**src/rtl/muldiv_seq_if.sv**
```systemverilog
// Handshake and result bundle between the ALU issue logic and the multiply/divide sequencer.
// Latency: none, wires only.
// Backpressure: none; the issuer must not expect a new start to be taken while busy is high.
//
// Signals (named from the sequencer's point of view):
//   start  : request pulse, taken only when the sequencer is idle or finishing
//   op     : 0 = unsigned multiply, 1 = unsigned divide
//   a, b   : multiplicand/dividend and multiplier/divisor
//   busy   : operation in progress
//   done   : one-cycle completion pulse
//   res_lo : product low half, or quotient
//   res_hi : product high half, or remainder
interface muldiv_seq_if #(
    parameter int n = 4
);
    logic         start;
    logic         op;
    logic [n-1:0] a;
    logic [n-1:0] b;
    logic         busy;
    logic         done;
    logic [n-1:0] res_lo;
    logic [n-1:0] res_hi;

    // Issuer side: ALU or testbench.
    modport master (
        output start, op, a, b,
        input  busy, done, res_lo, res_hi
    );

    // Sequencer side.
    modport slave (
        input  start, op, a, b,
        output busy, done, res_lo, res_hi
    );
endinterface

```
**src/rtl/muldiv_seq.sv**
```systemverilog
// Multi-cycle unsigned multiply (shift-add) / divide (restoring) around one shared adder.
// Latency: start accepted at edge E0, busy through edge E0+n, done pulses in the cycle after E0+n.
// Backpressure: start is ignored while busy; results hold until the next accepted start.
//
// Ports:
//   clk    : rising-edge clock
//   rst    : asynchronous active-high reset; aborts any operation, clears results
//   bus    : muldiv_seq_if.slave (start/op/a/b in, busy/done/res_lo/res_hi out)
module muldiv_seq #(
    parameter int n = 4
) (
    input  logic          clk,
    input  logic          rst,
    muldiv_seq_if.slave   bus
);
    localparam int CW = (n > 1) ? $clog2(n) : 1;
    localparam logic [CW-1:0] LAST = CW'(n - 1);

    typedef enum logic [1:0] {
        S_IDLE = 2'd0,
        S_RUN  = 2'd1,
        S_DONE = 2'd2
    } state_t;

    state_t        state_q, state_d;
    logic [CW-1:0] cnt_q, cnt_d;
    logic          op_q, op_d;
    // Only one operand feeds the adder: multiplicand for mul, divisor for div.
    logic [n-1:0]  opnd_q, opnd_d;
    // hi/lo form the 2n-bit working register: {product} or {remainder, quotient}.
    logic [n-1:0]  hi_q, hi_d;
    logic [n-1:0]  lo_q, lo_d;

    // Shared adder connections.
    logic [n-1:0]  add_x;
    logic [n-1:0]  add_sum;
    logic          add_carry;
    logic          add_ltu;
    logic          add_ovf_unused;
    logic          add_eq_unused;
    logic          add_lt_unused;

    // Divide: {m, R, Q} = {R, Q, 0}.
    logic [2*n:0]  div_shift;
    logic          div_m;
    logic [n-1:0]  div_r;
    logic [n-1:0]  div_q;
    logic          div_take;

    // Multiply: {carry, sum_or_hi, lo} shifted right by one.
    logic [2*n:0]  mul_cat;

    assign div_shift = {hi_q, lo_q, 1'b0};
    assign div_m     = div_shift[2*n];
    assign div_r     = div_shift[2*n-1:n];
    assign div_q     = div_shift[n-1:0];

    // Subtract for divide, add for multiply; op_q doubles as the Nadd_sub control.
    assign add_x = op_q ? div_r : hi_q;

    adder #(.n(n)) u_adder (
        .x_i        (add_x),
        .y_i        (opnd_q),
        .Nadd_sub_i (op_q),
        .sum_o      (add_sum),
        .carry_o    (add_carry),
        .overflow_o (add_ovf_unused),
        .eq_o       (add_eq_unused),
        .lt_o       (add_lt_unused),
        .ltu_o      (add_ltu)
    );

    // A bit shifted out of R means the true partial remainder is >= 2^n > b,
    // so the subtraction is taken regardless of the n-bit compare.
    assign div_take = div_m | ~add_ltu;

    // Skip the addition when the multiplier bit is clear: keep hi, carry 0.
    assign mul_cat = lo_q[0] ? {add_carry, add_sum, lo_q} : {1'b0, hi_q, lo_q};

    always_comb begin
        state_d = state_q;
        cnt_d   = cnt_q;
        op_d    = op_q;
        opnd_d  = opnd_q;
        hi_d    = hi_q;
        lo_d    = lo_q;

        case (state_q)
            S_IDLE, S_DONE: begin
                if (bus.start) begin
                    state_d = S_RUN;
                    cnt_d   = '0;
                    op_d    = bus.op;
                    opnd_d  = bus.op ? bus.b : bus.a;
                    hi_d    = '0;
                    lo_d    = bus.op ? bus.a : bus.b;
                end else if (state_q == S_DONE) begin
                    state_d = S_IDLE;
                end
            end

            S_RUN: begin
                cnt_d = cnt_q + CW'(1);
                if (cnt_q == LAST) begin
                    state_d = S_DONE;
                end
                if (op_q) begin
                    hi_d = div_take ? add_sum : div_r;
                    lo_d = div_q | n'(div_take);
                end else begin
                    hi_d = mul_cat[2*n:n+1];
                    lo_d = mul_cat[n:1];
                end
            end

            default: begin
                state_d = S_IDLE;
            end
        endcase
    end

    always_ff @(posedge clk or posedge rst) begin
        if (rst) begin
            state_q <= S_IDLE;
            cnt_q   <= '0;
            op_q    <= 1'b0;
            opnd_q  <= '0;
            hi_q    <= '0;
            lo_q    <= '0;
        end else begin
            state_q <= state_d;
            cnt_q   <= cnt_d;
            op_q    <= op_d;
            opnd_q  <= opnd_d;
            hi_q    <= hi_d;
            lo_q    <= lo_d;
        end
    end

    // Status and results come straight from registers, so reset clears them at once.
    assign bus.busy   = (state_q == S_RUN);
    assign bus.done   = (state_q == S_DONE);
    assign bus.res_lo = lo_q;
    assign bus.res_hi = hi_q;
endmodule

// n-bit adder/subtractor with flags; Nadd_sub_i = 1 computes x - y.
// Latency: combinational.
// Backpressure: none.
//
// Ports:
//   x_i, y_i    : operands
//   Nadd_sub_i  : 0 = add, 1 = subtract
//   sum_o       : result
//   carry_o     : carry out (for subtract, 1 means no borrow)
//   overflow_o  : signed overflow
//   eq_o        : x == y
//   lt_o        : signed x < y (meaningful when subtracting)
//   ltu_o       : unsigned x < y (meaningful when subtracting)
module adder #(
    parameter int n = 4
) (
    input  logic [n-1:0] x_i,
    input  logic [n-1:0] y_i,
    input  logic         Nadd_sub_i,
    output logic [n-1:0] sum_o,
    output logic         carry_o,
    output logic         overflow_o,
    output logic         eq_o,
    output logic         lt_o,
    output logic         ltu_o
);
    logic [n-1:0] y_eff;
    logic [n:0]   full;

    // Two's-complement subtract: invert y and inject the +1 as carry-in.
    assign y_eff      = Nadd_sub_i ? ~y_i : y_i;
    assign full       = {1'b0, x_i} + {1'b0, y_eff} + {{n{1'b0}}, Nadd_sub_i};
    assign sum_o      = full[n-1:0];
    assign carry_o    = full[n];
    assign overflow_o = (x_i[n-1] == y_eff[n-1]) && (sum_o[n-1] != x_i[n-1]);
    assign eq_o       = (x_i == y_i);
    assign lt_o       = sum_o[n-1] ^ overflow_o;
    assign ltu_o      = ~full[n];
endmodule

```
**src/flat_wrapper.sv**
```systemverilog
// flat-port wrapper written by rule: the top's interface ports become plain ports
module muldiv_seq_flat 
#(
    parameter int n = 4
)
  (clk, rst, bus_start, bus_op, bus_a, bus_b, bus_busy, bus_done, bus_res_lo, bus_res_hi);
  muldiv_seq_if #(.n(n)) bus_i ();
  input  logic clk;
  input  logic rst;
  input wire logic [$bits(bus_i.start)-1:0] bus_start;
  input wire logic [$bits(bus_i.op)-1:0] bus_op;
  input wire logic [$bits(bus_i.a)-1:0] bus_a;
  input wire logic [$bits(bus_i.b)-1:0] bus_b;
  output wire logic [$bits(bus_i.busy)-1:0] bus_busy;
  output wire logic [$bits(bus_i.done)-1:0] bus_done;
  output wire logic [$bits(bus_i.res_lo)-1:0] bus_res_lo;
  output wire logic [$bits(bus_i.res_hi)-1:0] bus_res_hi;
  assign bus_i.start = bus_start;
  assign bus_i.op = bus_op;
  assign bus_i.a = bus_a;
  assign bus_i.b = bus_b;
  assign bus_busy = bus_i.busy;
  assign bus_done = bus_i.done;
  assign bus_res_lo = bus_i.res_lo;
  assign bus_res_hi = bus_i.res_hi;
  muldiv_seq #(.n(n)) u_core (.clk(clk), .rst(rst), .bus(bus_i));
endmodule
```
**config.mk**
```make
export PLATFORM = sky130hd
export DESIGN_NAME = muldiv_seq_flat
export DESIGN_NICKNAME = d
export VERILOG_FILES = /design/src/rtl/muldiv_seq_if.sv /design/src/rtl/muldiv_seq.sv /design/src/flat_wrapper.sv
export SDC_FILE = /design/constraint.sdc
export NUM_CORES = 1
export LEC_CHECK = 0
export ABC_AREA = 1
export BUFFER_PORTS_ARGS = -buffer_cell sky130_fd_sc_hd__buf_2
export CAP_MARGIN = 20
export CORE_AREA = 10 10 61 63
export DETAILED_ROUTE_END_ITERATION = 16
export DIE_AREA = 0 0 71 73
export PLACE_DENSITY = 0.7
export SETUP_SLACK_MARGIN = 0.4
export SYNTH_ARGS = -nofsm -noshare
export SYNTH_HDL_FRONTEND = slang
export SYNTH_SLANG_ARGS = --single-unit
```
**constraint.sdc**
```tcl
create_clock -name clk -period 3.05 [get_ports clk]
set_input_delay 0.1525 -clock clk [delete_from_list [all_inputs] [get_ports clk]]
set_output_delay 0.1525 -clock clk [all_outputs]
set_load 0.01 [all_outputs]
```
==> summary.md, run 1 <==
| Metric | Value |
|---|---|
| Cell family with most CP delay | flip-flops |
| Cell area after synthesis | about 1200 µm² |
| First-pass GRT wire length | 5.19 mm |
| DP HPWL | approximately 2.3 mm |
| Largest net degree at the start of global routing | 19 |
| Post-synthesis cell count | 168 |
| Worst slew pin tran | between 0.6 and 0.7 ns |
| Vias in the first global route | between 1000 and 1500 |
| Drt wl/cell | between 10 and 15 µm |
| H-Tree Depth | 1 |
| Final count of hold timing violations | 0 |
| R2R cell count | 13 |
| Die W | around 71 µm |
| Critical-path cell list | inv_4 -> nor2_1 -> a21oi_1 -> inv_1 -> fa_1 -> inv_1 -> nand3_1 -> nand3_2 -> nand2_2 -> o21ai_1 -> a21oi_1 -> nand2_1 -> nand2_1 |
| Slowest-stage cell, CP | dfrtp_2 |
| Run status | finished clean |
| Clock sinks | 17 |
| Core area | roughly 2600 µm² |
| Postcts setup bufs | 0 |
| Most frequent cells in the layout | nand2_1 (42), buf_2 (21), inv_1 (20) |
| Root buffer selected by CTS | clkbuf_4 |
| GP Congestion | a little under 0.9 |
| Max-cap violations | 0 |
| Antenna-violating nets left | 0 |
| All-Layer GR Usage | 0.118 |
| DR iter-0 viols | 50 |
| Routed WL | ~2.9 mm |
| Critical Path Source | u_core.op_q |
| Critical Path Source Type | register |
| Post-layout nets | a little over 200 |
| Routed via count | about 1100 |
| Final Skew | between 0.001 and 0.0015 ns |
| Commonest non-fill, non-tap cell in the layout | nand2_1 |
| Beginning of the worst register-to-register path | u_core.op_q |
| Post-layout min period | roughly 2.3 ns |
| Ys Warns | 0 |
| Max-slew violation count | 0 |
| Flops & latches, synth | 17 |
| CTS max path bufs | 2 |
| Final Worst Setup Slack | around 0.77 ns |
| CTS Buf Count | 3 |
| Io pins | 22 |
| Proportion of layout cells with a drive suffix above 1 | 0.213 |
| Setup_tns | 0 ns |
| Complex-gate fraction of the synthesized area | 0.222 |
| Residual DRC | 0 |
| Antenna cells | 0 |
| Critical Path Max Stage Delay | 0.55 ns |
| Clk_lat worst skew | around 0.29 ns |
| Synth cell types | 27 |
| Worst rel slew slack | 0.575 |
| Termination of the worst setup path | u_core.bus.res_hi[2] |
| Clock transition at path regs | approximately 0.090 ns |
| Final Cycle Share | 0.747 |
| Post-Synth XOR/XNOR Area | 0.0288 |
| FMAX | around 0.44 GHz |
| CTS tree | done |
| R2R Path End | u_core.bus.res_hi[2] |
| Multiplexer share of the synthesized area | 0 |
| Die ar. | a little over 5000 µm² |
| Seq/Total Area, Yosys | 0.349 |
| Arrival time at the worst endpoint | 2.47 ns |
| HP Class | input pin to register |
| DRT Pass-1 Iters | 4 |
| Levels on crit path | 13 |
| Setup violators final | 0 |
| Initial core utilization | 0.466 |
| Post-DR vias/cell | approximately 5.2 |
| RSZ-0062 raised after global routing | no |
| Site row count | 19 |
| Net Count, Synth | 185 |
| Syn Area/Cell | 7.25 µm² |
| Die H | 73 µm |
| Worst path bufs/invs | 3 |
| Path type of the worst setup path | register to register |
| Combinational family with the most area after synthesis | simple AND/OR/NAND/NOR gates |
| Post-Synth Simple-Gate Area | 0.225 |
| Crit-path max FO | 18 |
| Crit path required time | 3.24 ns |
| Grt ovf | 0 |
| Pre-CTS setup slack | 0.587 ns |
| Synth Area in Adders | 0.0576 |
| Crit. End Element | register |
| Antenna violations before repair | 0 |
| Area Overhead vs Synth | 11.4% |
| R2R Setup Slk | between 0.7 and 0.8 ns |
| PortBufs | 21 |
-- layout make-up --
class                      count  area (µm²)
sequential                    17         427
inverter                      26         100
clock buffer                   4        26.3
tap                           31        38.8
fill                         268        1260
multi-input combinational    119         649
timing repair buffer          22         115
-- logic make-up after synthesis --
| kind of cell | count (synthesis) |
|---|---|
| AND/OR/NAND/NOR | 61 |
| buffers and inverters | 32 |
| XOR/XNOR | 4 |
| adder cells (fa/ha/maj) | 5 |
| AO/OA/AOI/OAI | 49 |
| flip-flops | 17 |
-- worst register-to-register path, cell delays in order (launching register included) --
cell	delay, ns
dfrtp_2	0.55
inv_4	0.18
nor2_1	0.05
a21oi_1	0.18
inv_1	0.08
fa_1	0.43
inv_1	0.07
nand3_1	0.10
nand3_2	0.15
nand2_2	0.09
o21ai_1	0.09
a21oi_1	0.08
nand2_1	0.09
nand2_1	0.05
-- state kept, by name, summed over array words and instances (netlist names) --
register and cells:
u_core.bus.res_hi 4, u_core.bus.res_lo 4, u_core.opnd_q 4, u_core.cnt_q 2, u_core.state_q 2, u_core.op_q 1
-- through the flow --
step / cell area [µm²] / utilization / hold WS [ns] / std cells
3_3_place_gp: 1320 / 0.504 / 0.269 / 214
2_1_floorplan: 1220 / - / 0.0786 / 168
3_5_place_dp: 1320 / 0.504 / 0.271 / 214
6_report: 1360 / 0.519 / 0.103 / 219
5_1_grt: 1360 / 0.519 / 0.118 / 219
4_1_cts: 1360 / 0.518 / 0.106 / 219
-- layer usage --
metal,wire (µm),GRT usage
met1,1430,0.153
met3,88,0.0204
met4,71,0.0559
met5,0,0
met2,1280,0.186
-- worst min-delay path by stage --
stage	from	end	slack [ns]	cells past startpoint
floorplan	rst	u_core.bus.res_hi[0]	0.08	1
global placement	rst	u_core.state_q[0]	0.27	2
detailed placement	rst	u_core.bus.res_hi[0]	0.27	2
CTS	bus_a[1]	u_core.opnd_q[1]	0.11	3
global route	bus_b[3]	u_core.opnd_q[3]	0.12	3
finish	bus_a[1]	u_core.opnd_q[1]	0.10	3
-- synth_stat cells --
library cell,count,area share
a21oi_1,17,0.070
a21oi_2,2,0.014
a22o_1,1,0.0072
a22oi_1,1,0.0062
a31oi_1,2,0.010
buf_2,3,0.012
buf_6,2,0.018
clkbuf_2,1,0.0041
dfrtp_1,17,0.35
fa_1,1,0.016
ha_1,4,0.041
inv_1,20,0.062
inv_2,5,0.015
inv_4,1,0.0051
nand2_1,42,0.13
nand2_2,2,0.010
nand2_4,1,0.0092
nand3_1,5,0.021
nand3_2,2,0.016
nand3_4,1,0.014
nor2_1,8,0.025
o211ai_1,2,0.012
o21ai_0,11,0.045
o21ai_1,12,0.049
o21ai_2,1,0.0072
xnor2_1,2,0.014
xor2_1,2,0.014
-- timing repair --
action / in CTS / in global routing
hold buffers: 1 / 0
hold endpoints to repair: 17 / 0
gates resized for setup: 0 / 1
setup endpoints to repair: 0 / 5
Power of run 1 is not shown: default switching activity piles up to over one toggle a cycle in this logic, so the estimate is an artifact.
==> run 2, diff against run 1 <==
ABC_AREA = 0   (was 1)
PLACE_DENSITY = 0.69   (was 0.7)
clock period = 2.1 ns   (was 3.05 ns; I/O delays follow)
==> summary.md, run 2 <==
| Metric | Value |
|---|---|
| Final count of hold timing violations | 0 |
| Crit path required time | around 2.3 ns |
| Critical-path cell list | buf_4 -> mux2_4 -> ha_4 -> a211o_4 -> o21ai_1 -> o311ai_2 -> o21ai_1 -> a22o_1 |
| DR iter-0 viols | 64 |
| Cell area after synthesis | 1200 µm² |
| Area Overhead vs Synth | 27.8% |
| CTS tree | done |
| Most frequent cells in the layout | buf_2 (21), dfrtp_1 (17), nand2_1 (14), buf_4 (14), mux2i_1 (11) |
| Worst path bufs/invs | 1 |
| Initial core utilization | 0.460 |
| Net Count, Synth | between 150 and 200 |
| Run status | finished with violations |
| Die ar. | roughly 5200 µm² |
| All-Layer GR Usage | 0.118 |
| Vias in the first global route | ~1200 |
| Post-DR vias/cell | around 5.7 |
| Arrival time at the worst endpoint | 2.34 ns |
| Post-synthesis cell count | 135 |
| Final Cycle Share | 1.00 |
| Antenna violations before repair | 0 |
| Commonest non-fill, non-tap cell in the layout | buf_2 |
| Crit. End Element | register |
| Largest net degree at the start of global routing | 19 |
| Clock transition at path regs | between 0.1 and 0.15 ns |
| GP Congestion | between 0.9 and 1 |
| Ys Warns | 0 |
| Clk_lat worst skew | approximately 0.29 ns |
| Post-layout nets | around 190 |
| Post-layout min period | 2.10 ns |
| Site row count | 19 |
| Multi-input gate area | approximately 790 µm² |
| Seq/Total Area, Yosys | 0.354 |
| Antenna cells | 0 |
| Post-synth top area cell | dfrtp_1 |
| FMAX | 0.476 GHz |
| Slowest-stage cell, CP | dfrtp_1 |
| Async set-reset flop share out of synthesis | 1.00 |
| Critical Path Max Stage Delay | approximately 0.40 ns |
| PortBufs | 21 |
| Drt wl/cell | ~16 µm |
| Final Skew | a little over 0.004 ns |
| Die W | between 70 and 80 µm |
| RSZ-0062 raised after global routing | yes |
| Core area | about 2600 µm² |
| Critical Path Source Type | register |
| Residual DRC | 0 |
| Path type of the worst setup path | register to register |
| HP Class | input pin to register |
| Max-slew violation count | 0 |
| Crit-path max FO | 7 |
| Failing checks | setup timing |
| First-pass GRT wire length | between 5 and 6 mm |
| Syn Area/Cell | a little under 9 µm² |
| Worst slew pin tran | between 0.6 and 0.7 ns |
| Grt ovf | 0 |
| Root buffer selected by CTS | clkbuf_4 |
| Worst rel slew slack | 0.548 |
| Routed via count | around 1100 |
| Post-DP Area | around 1400 µm² |
| Setup violators final | 1 |
| Max-cap violations | 0 |
| DRT Pass-1 Iters | 4 |
| # fillers | 241 |
| Io pins | 22 |
| DP HPWL | 2.25 mm |
| Count leader, synth | dfrtp_1 |
| Cell family with most CP delay | compound AO/OA/AOI/OAI gates |
| CTS Buf Count | 3 |
| Main synth FF type | dfrtp_1 |
| Clock sinks | 17 |
| Antenna-violating nets left | 0 |
| Flops & latches, synth | 17 |
| Final Worst Setup Slack | -0.00273 ns |
| Routed WL | roughly 3.1 mm |
| H-Tree Depth | 1 |
| Die H | 73 µm |
| Most common cell on crit path | o21ai_1 |
| Reg area | roughly 430 µm² |
| Proportion of layout cells with a drive suffix above 1 | 0.310 |
| Design area | approximately 1500 µm² |
| Synth top cells by count | dfrtp_1 (17), nand2_1 (15), o21ai_0 (15) |
| Synth cell types | 39 |
| EDFF count, synth | 0 |
| CTS max path bufs | 2 |
| Share of the synthesized area in the top cell type | 0.354 |
| Synth top area cells | dfrtp_1 (35%), mux2i_1 (10%), o21ai_0 (6.2%), nand2_1 (4.7%), ha_1 (4.2%) |
## run 2: cell types whose count changed after synthesis, sizes merged, moves of 4 or more
cell,previous run,this run
mux2i,0,12
a21oi,19,5
a211oi,0,4
nand3,8,1
clkbuf,1,6
inv,26,7
o21ai,24,16
nand2,45,15
## run 2: final timing paths
check | start | end | slack [ns] | cells past startpoint
min reg2reg | u_core.opnd_q[2] | u_core.opnd_q[2] | 0.51 | 2
min | bus_a[3] | u_core.opnd_q[3] | 0.11 | 3
max in group asynchronous | rst | u_core.opnd_q[2] | 1.23 | 3
max reg2reg | u_core.op_q | u_core.bus.res_hi[1] | -0.003 | 8
max | u_core.op_q | u_core.bus.res_hi[1] | -0.003 | 8
min in group asynchronous | rst | u_core.bus.res_hi[2] | 0.44 | 3
## run 2: layout make-up
cell class,count,share of cell area
Tap cell,31,0.0252
Inverter,7,0.0171
Clock buffer,4,0.0171
Sequential cell,17,0.277
Multi-Input combinational cell,103,0.513
Timing Repair Buffer,37,0.151
## run 2: tightest hold or removal path: cells and delay by family
| kind | cells | cell delay (ns) |
|---|---|---|
| buffers and inverters | 1 | 0.09 |
| AO/OA/AOI/OAI | 1 | 0.13 |
| multiplexers | 1 | 0.05 |
## run 2: repair_timing
item	in CTS	in global routing
endpoints found under the setup margin	5	5
resized for setup	5	8
pin swaps	3	2
hold endpoints to repair	17	0
buffers inserted	3	1
hold buffers	1	0
## run 2: cell families after synthesis
logic type	after synthesis	share of synthesized area
xor+xnor	6	0.0437
buf+inv	15	0.0510
fa+ha+maj	5	0.0583
flops	17	0.354
compound gates	42	0.227
simple gates	36	0.148
mux	14	0.119
## run 2: per-layer routing
metal  up-vias  share of wire  GRT usage
met2        28           0.51      0.216
li1        552              -          -
met4         0          0.010     0.0366
met3         4          0.044     0.0299
met1       545           0.44      0.130
met5         -              0          0
## run 2: per-stage QoR
stage / TNS [ns] / util / setup WS, ns / hold slack [ns] / std cells
4_1_cts: 0 / 0.568 / 0.00641 / 0.107 / 198
5_1_grt: -0.493 / 0.588 / -0.117 / 0.144 / 199
6_report: -0.00273 / 0.588 / -0.00273 / 0.113 / 199
2_1_floorplan: 0 / - / 0.0494 / 0.0311 / 135
3_3_place_gp: 0 / 0.543 / 0.0639 / 0.237 / 190
3_5_place_dp: -0.00119 / 0.543 / -0.00119 / 0.249 / 190
Power of run 2 is left out for the same reason.
